## src/rtl/pc_seq_pkg.sv

```systemverilog
// -----------------------------------------------------------------------------
// pc_seq_pkg
// Shared types and constants for the program-counter sequencer:
//   state_e : sequencer FSM states (fetch, execute-wait, PC update)
//   sel_e   : next-PC source select
//   PC_INC  : sequential increment (word addressing, so one word = 1)
// -----------------------------------------------------------------------------
package pc_seq_pkg;

    typedef enum logic [1:0] {
        S_FETCH,
        S_EXEC,
        S_UPDATE
    } state_e;

    typedef enum logic [1:0] {
        SEL_SEQ,
        SEL_BR,
        SEL_JMP,
        SEL_EXC
    } sel_e;

    localparam int unsigned PC_INC = 1;

endpackage : pc_seq_pkg

```

## src/rtl/pc_sequencer_if.sv

```systemverilog
// -----------------------------------------------------------------------------
// pc_sequencer_if
// Instruction-memory fetch port between the PC sequencer and the memory.
//   req  : fetch request, held until ack          (master -> slave)
//   addr : fetch word address                     (master -> slave)
//   ack  : fetch complete, data valid this cycle  (slave -> master)
//   data : fetched instruction                    (slave -> master)
// -----------------------------------------------------------------------------
interface pc_sequencer_if #(
    parameter int unsigned PC_WIDTH = 32
);
    logic                req;
    logic [PC_WIDTH-1:0] addr;
    logic                ack;
    logic [PC_WIDTH-1:0] data;

    modport master (output req, addr, input  ack, data);
    modport slave  (input  req, addr, output ack, data);
endinterface : pc_sequencer_if

```

## src/rtl/pc_next_mux.sv

```systemverilog
// -----------------------------------------------------------------------------
// pc_next_mux
// Combinational next-PC selection: exception > jump > branch > PC+1.
// PC+1 wraps modulo 2^PC_WIDTH; targets pass through unaltered.
// Optional feature macro: PC_SEQ_EXC_EN adds the exception input/select.
// Ports:
//   i_pc            current PC
//   i_branch_taken  branch select, i_branch_target its destination
//   i_jump          jump select,   i_jump_target   its destination
//   i_exc           exception select (PC_SEQ_EXC_EN only)
//   o_exc_sel       exception path chosen (PC_SEQ_EXC_EN only)
//   o_next_pc       selected next PC
// -----------------------------------------------------------------------------
module pc_next_mux
    import pc_seq_pkg::*;
#(
    parameter int unsigned         PC_WIDTH   = 32,
    parameter logic [PC_WIDTH-1:0] EXC_VECTOR = PC_WIDTH'(32'h0000_0020)
) (
    input  logic [PC_WIDTH-1:0] i_pc,
    input  logic                i_branch_taken,
    input  logic [PC_WIDTH-1:0] i_branch_target,
    input  logic                i_jump,
    input  logic [PC_WIDTH-1:0] i_jump_target,
`ifdef PC_SEQ_EXC_EN
    input  logic                i_exc,
    output logic                o_exc_sel,
`endif
    output logic [PC_WIDTH-1:0] o_next_pc
);

    sel_e sel;

    // Lowest priority first; later assignments override earlier ones.
    always_comb begin
        sel = SEL_SEQ;
        if (i_jump) begin
            sel = SEL_JMP;
        end else if (i_branch_taken) begin
            sel = SEL_BR;
        end
`ifdef PC_SEQ_EXC_EN
        if (i_exc) begin
            sel = SEL_EXC;
        end
`endif
    end

    always_comb begin
        unique case (sel)
            SEL_SEQ: o_next_pc = i_pc + PC_WIDTH'(PC_INC);
            SEL_BR:  o_next_pc = i_branch_target;
            SEL_JMP: o_next_pc = i_jump_target;
            SEL_EXC: o_next_pc = EXC_VECTOR;
            default: o_next_pc = i_pc + PC_WIDTH'(PC_INC);
        endcase
    end

`ifdef PC_SEQ_EXC_EN
    assign o_exc_sel = (sel == SEL_EXC);
`endif

endmodule : pc_next_mux

```

## src/rtl/pc_sequencer.sv

```systemverilog
// -----------------------------------------------------------------------------
// pc_sequencer
// Owns the program counter of the multi-cycle CPU: fetches the instruction at
// the PC, latches it into the IR, waits for the control unit to finish, then
// loads the next PC (sequential, branch, jump or exception vector).
// Optional feature macro: PC_SEQ_EXC_EN (exception request i_exc, o_epc).
// Ports:
//   i_clk, i_rst_n            clock, async active-low reset
//   imem                      fetch port (req/addr out, ack/data in)
//   o_ir, o_ir_valid          instruction register, 1-cycle load pulse
//   i_instr_done              control FSM finished the instruction
//   i_stall                   freeze sequencer
//   i_branch_taken/_target    branch request and word target
//   i_jump/i_jump_target      jump request and word target
//   i_exc, o_epc              exception request, faulting PC (feature only)
//   o_pc                      current PC
// -----------------------------------------------------------------------------
module pc_sequencer
    import pc_seq_pkg::*;
#(
    parameter int unsigned         PC_WIDTH   = 32,
    parameter logic [PC_WIDTH-1:0] RESET_PC   = PC_WIDTH'(32'h0000_0000),
    parameter logic [PC_WIDTH-1:0] EXC_VECTOR = PC_WIDTH'(32'h0000_0020)
) (
    input  logic                i_clk,
    input  logic                i_rst_n,
    pc_sequencer_if.master      imem,
    output logic [PC_WIDTH-1:0] o_ir,
    output logic                o_ir_valid,
    input  logic                i_instr_done,
    input  logic                i_stall,
    input  logic                i_branch_taken,
    input  logic [PC_WIDTH-1:0] i_branch_target,
    input  logic                i_jump,
    input  logic [PC_WIDTH-1:0] i_jump_target,
`ifdef PC_SEQ_EXC_EN
    input  logic                i_exc,
    output logic [PC_WIDTH-1:0] o_epc,
`endif
    output logic [PC_WIDTH-1:0] o_pc
);

    state_e              state_q, state_d;
    logic [PC_WIDTH-1:0] pc_q, pc_d;
    logic [PC_WIDTH-1:0] ir_q, ir_d;
    logic                ir_valid_q, ir_valid_d;
    logic                req_q, req_d;
    logic [PC_WIDTH-1:0] npc_q, npc_d;
    // An ack or a done that arrives while stalled is parked here and acted on
    // once the stall drops.
    logic                ack_pend_q, ack_pend_d;
    logic [PC_WIDTH-1:0] ir_buf_q, ir_buf_d;
    logic                done_pend_q, done_pend_d;
    logic [PC_WIDTH-1:0] next_pc;
    logic                done_now;
    logic                ack_ok;
`ifdef PC_SEQ_EXC_EN
    logic                exc_sel;
    logic                exc_sel_q, exc_sel_d;
    logic [PC_WIDTH-1:0] epc_q, epc_d;
`endif

    pc_next_mux #(
        .PC_WIDTH   (PC_WIDTH),
        .EXC_VECTOR (EXC_VECTOR)
    ) u_next_mux (
        .i_pc            (pc_q),
        .i_branch_taken  (i_branch_taken),
        .i_branch_target (i_branch_target),
        .i_jump          (i_jump),
        .i_jump_target   (i_jump_target),
`ifdef PC_SEQ_EXC_EN
        .i_exc           (i_exc),
        .o_exc_sel       (exc_sel),
`endif
        .o_next_pc       (next_pc)
    );

`ifdef PC_SEQ_EXC_EN
    assign done_now = i_instr_done | i_exc;
`else
    assign done_now = i_instr_done;
`endif
    // Acks are only meaningful while a request is outstanding.
    assign ack_ok = req_q & imem.ack;

    // NOTE: every signal gets its hold value first so no path leaves one
    // unassigned, which would otherwise infer a latch.
    always_comb begin
        state_d     = state_q;
        pc_d        = pc_q;
        ir_d        = ir_q;
        ir_valid_d  = 1'b0;
        req_d       = req_q;
        npc_d       = npc_q;
        ack_pend_d  = ack_pend_q;
        ir_buf_d    = ir_buf_q;
        done_pend_d = done_pend_q;
`ifdef PC_SEQ_EXC_EN
        exc_sel_d   = exc_sel_q;
        epc_d       = epc_q;
`endif
        if (i_stall) begin
            if (state_q == S_FETCH && ack_ok && !ack_pend_q) begin
                ack_pend_d = 1'b1;
                ir_buf_d   = imem.data;
            end
            if (state_q == S_EXEC && done_now && !done_pend_q) begin
                done_pend_d = 1'b1;
                npc_d       = next_pc;
`ifdef PC_SEQ_EXC_EN
                exc_sel_d   = exc_sel;
`endif
            end
        end else begin
            unique case (state_q)
                S_FETCH: begin
                    if (ack_pend_q || ack_ok) begin
                        ir_d       = ack_pend_q ? ir_buf_q : imem.data;
                        ir_valid_d = 1'b1;
                        ack_pend_d = 1'b0;
                        req_d      = 1'b0;
                        state_d    = S_EXEC;
                    end else begin
                        req_d = 1'b1;
                    end
                end
                S_EXEC: begin
                    req_d = 1'b0;
                    if (done_pend_q) begin
                        done_pend_d = 1'b0;
                        state_d     = S_UPDATE;
                    end else if (done_now) begin
                        npc_d   = next_pc;
`ifdef PC_SEQ_EXC_EN
                        exc_sel_d = exc_sel;
`endif
                        state_d = S_UPDATE;
                    end
                end
                S_UPDATE: begin
                    pc_d    = npc_q;
`ifdef PC_SEQ_EXC_EN
                    if (exc_sel_q) begin
                        epc_d = pc_q;
                    end
`endif
                    req_d   = 1'b1;
                    state_d = S_FETCH;
                end
                default: state_d = S_FETCH;
            endcase
        end
    end

    // NOTE: state registers use non-blocking assignments so every flop samples
    // the pre-edge values, independent of statement order.
    always_ff @(posedge i_clk or negedge i_rst_n) begin
        if (!i_rst_n) begin
            state_q     <= S_FETCH;
            pc_q        <= RESET_PC;
            ir_q        <= '0;
            ir_valid_q  <= 1'b0;
            req_q       <= 1'b0;
            npc_q       <= '0;
            ack_pend_q  <= 1'b0;
            ir_buf_q    <= '0;
            done_pend_q <= 1'b0;
`ifdef PC_SEQ_EXC_EN
            exc_sel_q   <= 1'b0;
            epc_q       <= '0;
`endif
        end else begin
            state_q     <= state_d;
            pc_q        <= pc_d;
            ir_q        <= ir_d;
            ir_valid_q  <= ir_valid_d;
            req_q       <= req_d;
            npc_q       <= npc_d;
            ack_pend_q  <= ack_pend_d;
            ir_buf_q    <= ir_buf_d;
            done_pend_q <= done_pend_d;
`ifdef PC_SEQ_EXC_EN
            exc_sel_q   <= exc_sel_d;
            epc_q       <= epc_d;
`endif
        end
    end

    assign imem.req   = req_q;
    assign imem.addr  = pc_q;
    assign o_ir       = ir_q;
    assign o_ir_valid = ir_valid_q;
    assign o_pc       = pc_q;
`ifdef PC_SEQ_EXC_EN
    assign o_epc      = epc_q;
`endif

endmodule : pc_sequencer

```

## src/flat_wrapper.sv

```systemverilog
// flat-port wrapper written by rule: the top's interface ports become plain ports
module pc_sequencer_flat import pc_seq_pkg::*;
#(
    parameter int unsigned         PC_WIDTH   = 32,
    parameter logic [PC_WIDTH-1:0] RESET_PC   = PC_WIDTH'(32'h0000_0000),
    parameter logic [PC_WIDTH-1:0] EXC_VECTOR = PC_WIDTH'(32'h0000_0020)
)
  (i_clk, i_rst_n, o_ir, o_ir_valid, i_instr_done, i_stall, i_branch_taken, i_branch_target, i_jump, i_jump_target, o_pc, imem_req, imem_addr, imem_ack, imem_data);
  pc_sequencer_if #(.PC_WIDTH(PC_WIDTH)) imem_i ();
  input  logic i_clk;
  input  logic i_rst_n;
  output logic [PC_WIDTH-1:0] o_ir;
  output logic o_ir_valid;
  input  logic i_instr_done;
  input  logic i_stall;
  input  logic i_branch_taken;
  input  logic [PC_WIDTH-1:0] i_branch_target;
  input  logic i_jump;
  input  logic [PC_WIDTH-1:0] i_jump_target;
  output logic [PC_WIDTH-1:0] o_pc;
  output wire logic [$bits(imem_i.req)-1:0] imem_req;
  output wire logic [$bits(imem_i.addr)-1:0] imem_addr;
  input wire logic [$bits(imem_i.ack)-1:0] imem_ack;
  input wire logic [$bits(imem_i.data)-1:0] imem_data;
  assign imem_req = imem_i.req;
  assign imem_addr = imem_i.addr;
  assign imem_i.ack = imem_ack;
  assign imem_i.data = imem_data;
  pc_sequencer #(.PC_WIDTH(PC_WIDTH), .RESET_PC(RESET_PC), .EXC_VECTOR(EXC_VECTOR)) u_core (.i_clk(i_clk), .i_rst_n(i_rst_n), .imem(imem_i), .o_ir(o_ir), .o_ir_valid(o_ir_valid), .i_instr_done(i_instr_done), .i_stall(i_stall), .i_branch_taken(i_branch_taken), .i_branch_target(i_branch_target), .i_jump(i_jump), .i_jump_target(i_jump_target), .o_pc(o_pc));
endmodule
```

## config.mk

```make
export PLATFORM = sky130hd
export DESIGN_NAME = pc_sequencer_flat
export DESIGN_NICKNAME = d
export VERILOG_FILES = /design/src/rtl/pc_seq_pkg.sv /design/src/rtl/pc_sequencer_if.sv /design/src/rtl/pc_next_mux.sv /design/src/rtl/pc_sequencer.sv /design/src/flat_wrapper.sv
export SDC_FILE = /design/constraint.sdc
export NUM_CORES = 1
export LEC_CHECK = 0
export CORE_ASPECT_RATIO = 1.75
export CORE_MARGIN = 4
export CORE_UTILIZATION = 48
export CTS_CLUSTER_DIAMETER = 150
export DETAILED_ROUTE_END_ITERATION = 8
export MAX_ROUTING_LAYER = met4
export PLACE_DENSITY = 0.81
export REMOVE_ABC_BUFFERS = 1
export SLEW_MARGIN = 20
export SYNTH_ARGS = -nofsm -noshare
export SYNTH_HDL_FRONTEND = slang
export SYNTH_SLANG_ARGS = --single-unit
```

## constraint.sdc

```tcl
create_clock -name i_clk -period 2.55 [get_ports i_clk]
set_input_delay 0.51 -clock i_clk [delete_from_list [all_inputs] [get_ports i_clk]]
set_output_delay 0.51 -clock i_clk [all_outputs]
set_load 0.02 [all_outputs]
```

==> results.txt, run 1 <==
* Switching Share: 0.3687
- Counting every sink on the clock net gives 134.
- Mean instance size in the synthesized netlist: 10.57 µm²
* Starting density of the core: 0.4941
- From bottom edge to top edge, the die measures 164.1 µm.
* Combinational fraction of design power: 0.437
* Portion of synthesized cell area occupied by the leading cell type: 0.5019
* List of cells traversed by the critical path: nand4_2 -> or3b_1 -> or4_4 -> xor2_1 -> a221oi_2
- The floorplan has 56 rows.
- Longest Clk Path Bufs: 2
- Sequential cell area fraction in the yosys report: 0.5019
- The design draws 11.82 mW.
- Most frequent cells after synthesis: sky130_fd_sc_hd__dfrtp_1 (134), sky130_fd_sc_hd__nor2_1 (65), sky130_fd_sc_hd__mux2_2 (57)
- Period utilization: 0.8658
- Clock transition at the registers of the reported paths: approximately 0.06 ns
- Count of flip-flops with a built-in enable after synthesis: 0
- Run status: finished clean
- The total area inside the core boundary comes to 13520 µm².
- From synthesis to final layout, the design area changed by 40.04%.
- Number of nets in the layout: 907
- The pre-antenna-repair detailed-routing pass consisted of 5 iterations.
- 0 antenna diodes ended up in the layout.
- Skew final: 0.01691 ns
* Termination of the worst setup path: u_core.npc_q[29]
- Reg2Reg Setup Slack: 0.34 ns
* Ratio of total power to cell area: between 1000 and 1500 nW/µm²
- Global routing usage summed across all routing layers: 0.2401
- Final Routed Wirelength: 18190 µm
- The analysis attributes to net switching a power of 4.359 mW.
- Most used flip-flop cell after synthesis: sky130_fd_sc_hd__dfrtp_1
- Worst stage delay on the critical path: 0.53 ns
- Dominant cell type by area after synthesis: sky130_fd_sc_hd__dfrtp_1
- IR analysis of the VDD net gives a maximum drop of 0.8733 mV.
- Clock period minus final worst setup slack: between 2 and 2.5 ns
- Vias in the first global route: 6267
* Critical Path End Type: flip-flop
- After the first detailed-routing iteration, the DRC count stood at 258.
* Detail-routed via count per cell: 5.756
* Initial antenna violation count: 0
- The number of setup buffers added after CTS is 0.
- Detail Placement HPWL: 13160 µm
- The congestion estimate from routability-driven global placement came to 0.9415.
- Final hold viol count: 0
- Slowest-stage cell, CP: sky130_fd_sc_hd__dfrtp_1
- Total negative setup slack: 0 ns
- Most common cell in the synthesized netlist: sky130_fd_sc_hd__dfrtp_1
- Worst reg2reg path endpoint: u_core.npc_q[29]
* Required time of the critical path: 2.87 ns
- At the pin with the least slew margin, the transition time is 0.6240 ns.
* Family with the most delay on the worst path: simple AND/OR/NAND/NOR gates
* Synth warnings: 0
- M1 GR Usage: 0.2697
* Max Freq: 452.9 MHz
- Hold-fix buffer count after cts: 0
- TritonCTS Buffers: 17
* Number of distinct library cells after synthesis: 45
- Counting flops and latches in the post-synthesis netlist gives 134.
- Buffers & Inverters on Critical Path: 0
* Maximum fanout along the worst path: 7
* Final Setup Violations: 0
- The worst register-to-register path has a depth of 5.
* X dimension of the die: 97.19 µm
* Die ar.: 15950 µm²
* Number of slew-limit violations in the final report: 0
- After global routing the overflow that remains totals 0.
- Power Internal: 7.464 mW
- P_leak: 3.806 nW
* Hold WC Path Type: in -> async
* CTS tree: yes
* First-pass GRT wire length: 30070 µm
* Antenna viol nets, final: 0
- Leading cell types by total area after synthesis: sky130_fd_sc_hd__dfrtp_1 (50%), sky130_fd_sc_hd__mux2_2 (9.6%), sky130_fd_sc_hd__mux2i_1 (5.7%)
- Across the run, the number of max-cap violations was 0.
* Worst r2r src: u_core.imem.addr[16]
- Counting flops with an async set or reset pin after synthesis yields a share of 1.000.
* Seq pwr share: 0.345
- Worst Path Class, Setup: reg -> reg
- Count of boundary I/O pins: 201
- Unrepaired setup endpoints after global routing: no
* Met2 Track Usage GR: 0.4220
* Share of the core filled with cells in the final layout: 0.6919
- Worst setup startpoint: u_core.imem.addr[16]
- Entering global routing, the biggest net connects between 60 and 70 pins.
- Wire length per cell after detailed routing: 18.49 µm
- Startpoint class of the critical path: flip-flop
- Detailed routing inserted a total of 5664 vias.
- Cells after Synth: around 630
* Count of unresolved DRC violations after routing: 0
- At the worst endpoint, the arrival time is between 2 and 3 ns.
- Post-CTS sizing: 0
- Clock tree root buffer cell: sky130_fd_sc_hd__clkbuf_16
* Grt met3 use: 0.04250
- Number of H-tree levels: 4
* Fraction of final layout cells sized beyond drive strength 1: 0.1444
* Stages on the worst setup path: 5
- Number of port buffers: 200
- Skew-Pair Late Insertion Delay: 0.41 ns
- Headroom to the max-slew limit: 0.5840
- Netlist area before placement: 6681 µm²
- Clock group share of total power: 0.218
- Busiest layer in global routing: met2
kinds of logic after synthesis:
kind of cell               count (synthesis)  synth area share
xor gates and xnor gates                  29           0.03801
muxes                                     98            0.1581
buffers and inverters                     82           0.06535
and+or+nand+nor                          156            0.1096
AOI/OAI and AO/OA                        128            0.1178
DFF                                      134            0.5019
adders and majority gates                  5          0.009363
flip-flops by register name, summed over array words and instances, names as in the netlist:
signal and cells:
u_core.ir_buf_q 32, u_core.imem.req 1, u_core.o_ir_valid 1, u_core.done_pend_q 1, u_core.ack_pend_q 1, u_core.imem.addr 32, u_core.npc_q 32, u_core.state_q 2
u_core.o_ir 32
worst min path at each step:
stage | slack (ns) | end
after floorplan | 0.21 | u_core.ack_pend_q
after global placement | 0.46 | u_core.npc_q[2]
after detailed placement | 0.48 | u_core.imem.addr[23]
after CTS | 0.13 | u_core.o_ir[19]
after global routing | 0.17 | u_core.ir_buf_q[14]
final | 0.13 | u_core.ir_buf_q[29]
power groups by stage:
stage,Clock (mW),Sequential [mW],Combinational [mW]
6_report,2.58,4.08,5.16
5_1_grt,2.71,4.22,5.55
4_1_cts,2.62,4.07,5.22
3_5_place_dp,0,4.09,5.17
3_3_place_gp,0,4.01,5.04
2_1_floorplan,0,4.87,1.90
routing by layer:
| metal | share of wire | routed length, µm |
|---|---|---|
| met4 | 0.025 | 453 |
| met2 | 0.53 | 9622 |
| met5 | 0 | 0 |
| met3 | 0.057 | 1044 |
| met1 | 0.39 | 7072 |
area by class of cell:
class	count	area [µm²]
clock buffer	18	439.2
clock inverter	12	180.2
fill	982	4167
inverter	9	33.78
multi-input combinational	416	2899
sequential	134	3354
tap	174	217.7
timing repair buffer	221	2232
per-stage QoR:
stage / instance area (µm²) / hold WS [ns] / setup slack [ns] / std cells
4_1_cts: 9356 / 0.1311 / 0.3565 / 984
2_1_floorplan: 6279 / 0.2144 / -2.914 / 559
5_1_grt: 9356 / 0.1675 / 0.2533 / 984
6_report: 9356 / 0.1300 / 0.3422 / 984
3_5_place_dp: 8737 / 0.4784 / 0.2315 / 954
3_3_place_gp: 8737 / 0.4553 / 0.2794 / 954
worst register-to-register path, cell delays in order, from the launching register on:
cell,delay (ns)
sky130_fd_sc_hd__dfrtp_1,0.53
sky130_fd_sc_hd__nand4_2,0.21
sky130_fd_sc_hd__or3b_1,0.46
sky130_fd_sc_hd__or4_4,0.52
sky130_fd_sc_hd__xor2_1,0.17
sky130_fd_sc_hd__a221oi_2,0.24
layout by cell type (no fill, tap or decap), drive strengths merged, types with 11 or more instances in the layout:
cell type	count
buf	22
o22ai	21
nor4	11
clkbuf	18
mux2i	38
nor2	65
dfrtp	134
a221oi	22
clkdlybuf4s50	199
o21ai	19
a21oi	56
mux2	60
xnor2	23
nand2	36
nand3	13
Note: power is estimated with default switching activity, not from simulation.
==> run 2, diff against run 1 <==
--- a/config.mk
+++ b/config.mk
@@ -13,6 +13,7 @@
 export MAX_ROUTING_LAYER = met4
 export PLACE_DENSITY = 0.81
 export REMOVE_ABC_BUFFERS = 1
+export SETUP_SLACK_MARGIN = 0.5
 export SLEW_MARGIN = 20
 export SYNTH_ARGS = -nofsm -noshare
 export SYNTH_HDL_FRONTEND = slang
==> results.txt, run 2 (synthesized netlist as in run 1, its figures left out) <==
* Run status: finished clean
- First-pass GRT wire length: 30130 µm (+0.18%)
* Count of boundary I/O pins: 201 (unchanged)
- STA classifies the critical path endpoint as an output port.
* Final Routed Wirelength: 18440 µm (+1.3%)
* First DRT Iteration DRCs: 245 (-5.0%)
- The min-delay analysis places its worst path in the category in -> async.
- The post-route standard cell area excluding fillers is 9474 µm² (+1.3%).
- Number of port buffers: 200 (unchanged)
* Commonest non-fill, non-tap cells in the layout: sky130_fd_sc_hd__clkdlybuf4s50_1 (152), sky130_fd_sc_hd__dfrtp_1 (119), sky130_fd_sc_hd__nor2_1 (65), sky130_fd_sc_hd__mux2_2 (57), sky130_fd_sc_hd__a21oi_1 (56)
- The number of detailed-route iterations in the first pass is 5 (unchanged).
* Skew final: 0.01704 ns (+0.0001328 ns)
- The utilization after layout is 0.7006 (+0.008697).
- Starting density of the core: 0.4941 (unchanged)
- Worst stage delay on the critical path: 0.60 ns (+0.07 ns)
* Maximum fanout along the worst path: 5 (-2)
- The count of hold buffers inserted by post-cts repair came to 0 (unchanged).
* Count of unresolved DRC violations after routing: 0 (unchanged)
- Headroom to the max-slew limit: 0.5843 (about the same)
- Total congestion overflow after global routing: 0 (unchanged)
- Final Setup Violations: 0 (unchanged)
- The H-tree depth was 4 (unchanged).
- The post-detailed-route count of antenna-violating nets came to 0 (unchanged).
- Traced cell by cell, the critical path runs through buf_12 -> clkdlybuf4s50_1.
* Area added between synthesis and finish: 41.80%
- CTS tree: yes
- The clock period minus worst slack came to 2.097 ns (-0.1107 ns).
* Most common library cell in the layout ignoring fill and taps: sky130_fd_sc_hd__clkdlybuf4s50_1
- Pin count of the biggest net entering global routing: 67 (unchanged)
* Worst r2r src: u_core.imem.addr[9]
* Worst Path Class, Setup: reg -> out
* WP data arrival: 1.59 ns (-0.93 ns)
- Number of slew-limit violations in the final report: 0 (unchanged)
- Period utilization: 0.8224 (-0.04340)
- The total die area came to 15950 µm² (unchanged).
* Startpoint class of the critical path: flip-flop
- Logic depth of the worst register-to-register path: 5 (unchanged)
- The vertical die dimension was 164.1 µm (unchanged).
- The initial antenna violation count was 0 (unchanged).
* Core region area: 13520 µm² (unchanged)
- The leakage power is 4.103 nW (+7.8%).
* Wire length per cell after detailed routing: 18.64 µm (+0.82%)
* Setup ws final: 0.4529 ns (+0.1107 ns)
* Clock transition at the registers of the reported paths: 0.06 ns (about the same)
- TritonCTS Sinks: 134 (unchanged)
- Required time of the critical path: 2.04 ns (-0.83 ns)
* Global routing usage summed across all routing layers: 0.2405 (+0.0003741)
- Among all stages on the critical path, the largest delay is contributed by sky130_fd_sc_hd__clkdlybuf4s50_1.
- Antenna diode count: 0 (unchanged)
- The area of placed instances came to 8737 µm² (unchanged).
* Final hold viol count: 0 (unchanged)
- Routed via count: 5716 (+0.92%)
- TritonCTS Buffers: 17 (unchanged)
- The final weighted congestion of routability-driven global placement came to 0.9415 (unchanged).
- The worst supply voltage drop on vdd was 0.7059 mV (-19%).
* Reg2Reg Setup Slack: 0.50 ns (+0.16 ns)
- Ratio of total power to cell area: 1246 nW/µm² (-1.4%)
- The total power of the final layout came to 11.81 mW (-0.15%).
- Max Freq: 476.9 MHz (+5.3%)
- The later-pin clock latency in the skew report is 0.41 ns (about the same).
- Max-cap check violation count: 0 (unchanged)
- The die span in x is 97.19 µm (unchanged).
- Fraction of final layout cells sized beyond drive strength 1: 0.1755 (+0.03102)
- Setup repair after global routing could not meet its margin everywhere.
- The number of global-route vias before repair was 6271 (+0.064%).
- Detail-routed via count per cell: 5.780 (+0.41%)
- The maximum buffer depth of the clock tree is 2 (unchanged).
- Detail Placement HPWL: 13160 µm (unchanged)
- In this run the critical register-to-register path is captured at u_core.npc_q[29].
* Rows: 56 (unchanged)
- Pre-CTS setup slack: 0.2315 ns (unchanged)
- The cell sitting at the root of the clock tree is a sky130_fd_sc_hd__clkbuf_16.
- The final net count is 912 (+0.55%).
- Transition time at the pin with the least slew margin: 0.6235 ns (-0.0005499 ns)
## run 2: cell types whose count changed in the layout (fill, tap and decap cells not counted), moves of 2 or more
| cell | delta |
|---|---|
| sky130_fd_sc_hd__and4_1 | -2 |
| sky130_fd_sc_hd__and4_2 | +2 |
| sky130_fd_sc_hd__buf_12 | +2 |
| sky130_fd_sc_hd__buf_4 | +3 |
| sky130_fd_sc_hd__clkdlybuf4s50_1 | -47 |
| sky130_fd_sc_hd__dfrtp_1 | -14 |
| sky130_fd_sc_hd__dfrtp_2 | +14 |
| sky130_fd_sc_hd__dlygate4sd2_1 | +29 |
| sky130_fd_sc_hd__dlymetal6s2s_1 | +18 |
## run 2: layer usage
metal | share of wire | vias to the layer above | GRT usage
met5 | 0 | - | -
met4 | 0.025 | 0 | 0.09649
met3 | 0.067 | 43 | 0.04165
met2 | 0.53 | 287 | 0.4248
met1 | 0.38 | 2812 | 0.2702
li1 | - | 2574 | -
## run 2: critical path, delay by kind of cell (launching register included)
| family | cells | cell delay, ns |
|---|---|---|
| DFF | 1 | 0.46 |
| buffers and inverters | 2 | 0.73 |
## run 2: through the flow
stage	instances	hold slack (ns)	setup TNS, ns
2_1_floorplan	559	0.2144	-105.01
3_3_place_gp	954	0.4553	0
3_5_place_dp	954	0.4784	0
4_1_cts	984	0.1311	0
5_1_grt	989	0.1675	0
6_report	989	0.1305	0
## run 2: final cells by class
type | count | area [µm²]
fill | 976 | 4049
sequential | 134 | 3372
multi-input combinational | 416 | 2928
timing repair buffer | 226 | 2303
clock buffer | 18 | 439.2
tap | 174 | 217.7
clock inverter | 12 | 180.2
inverter | 9 | 33.78
## run 2: worst max-delay path by stage
stage	start	end	slack (ns)	cells after the start
after floorplan	u_core.ack_pend_q	u_core.o_ir_valid	-2.91	2
after global placement	i_stall	u_core.ir_buf_q[3]	0.28	5
after detailed placement	i_stall	u_core.ir_buf_q[3]	0.23	5
after CTS	u_core.imem.addr[18]	u_core.npc_q[29]	0.43	5
after global routing	u_core.imem.addr[15]	o_pc[15]	0.41	2
final	u_core.imem.addr[15]	o_pc[15]	0.45	2
## run 2: repair_timing
action / CTS / global route
setup endpoints to repair: 44 / 37
gates resized for setup: 36 / 33
setup buffers: 0 / 5
cloned: 0 / 0
## run 2: power breakdown
part	switching [mW]	internal, mW	total [mW]
logic	2.56	2.56	5.12
clock network	0.927	1.65	2.58
registers	0.912	3.19	4.10
total	4.40	7.41	11.8
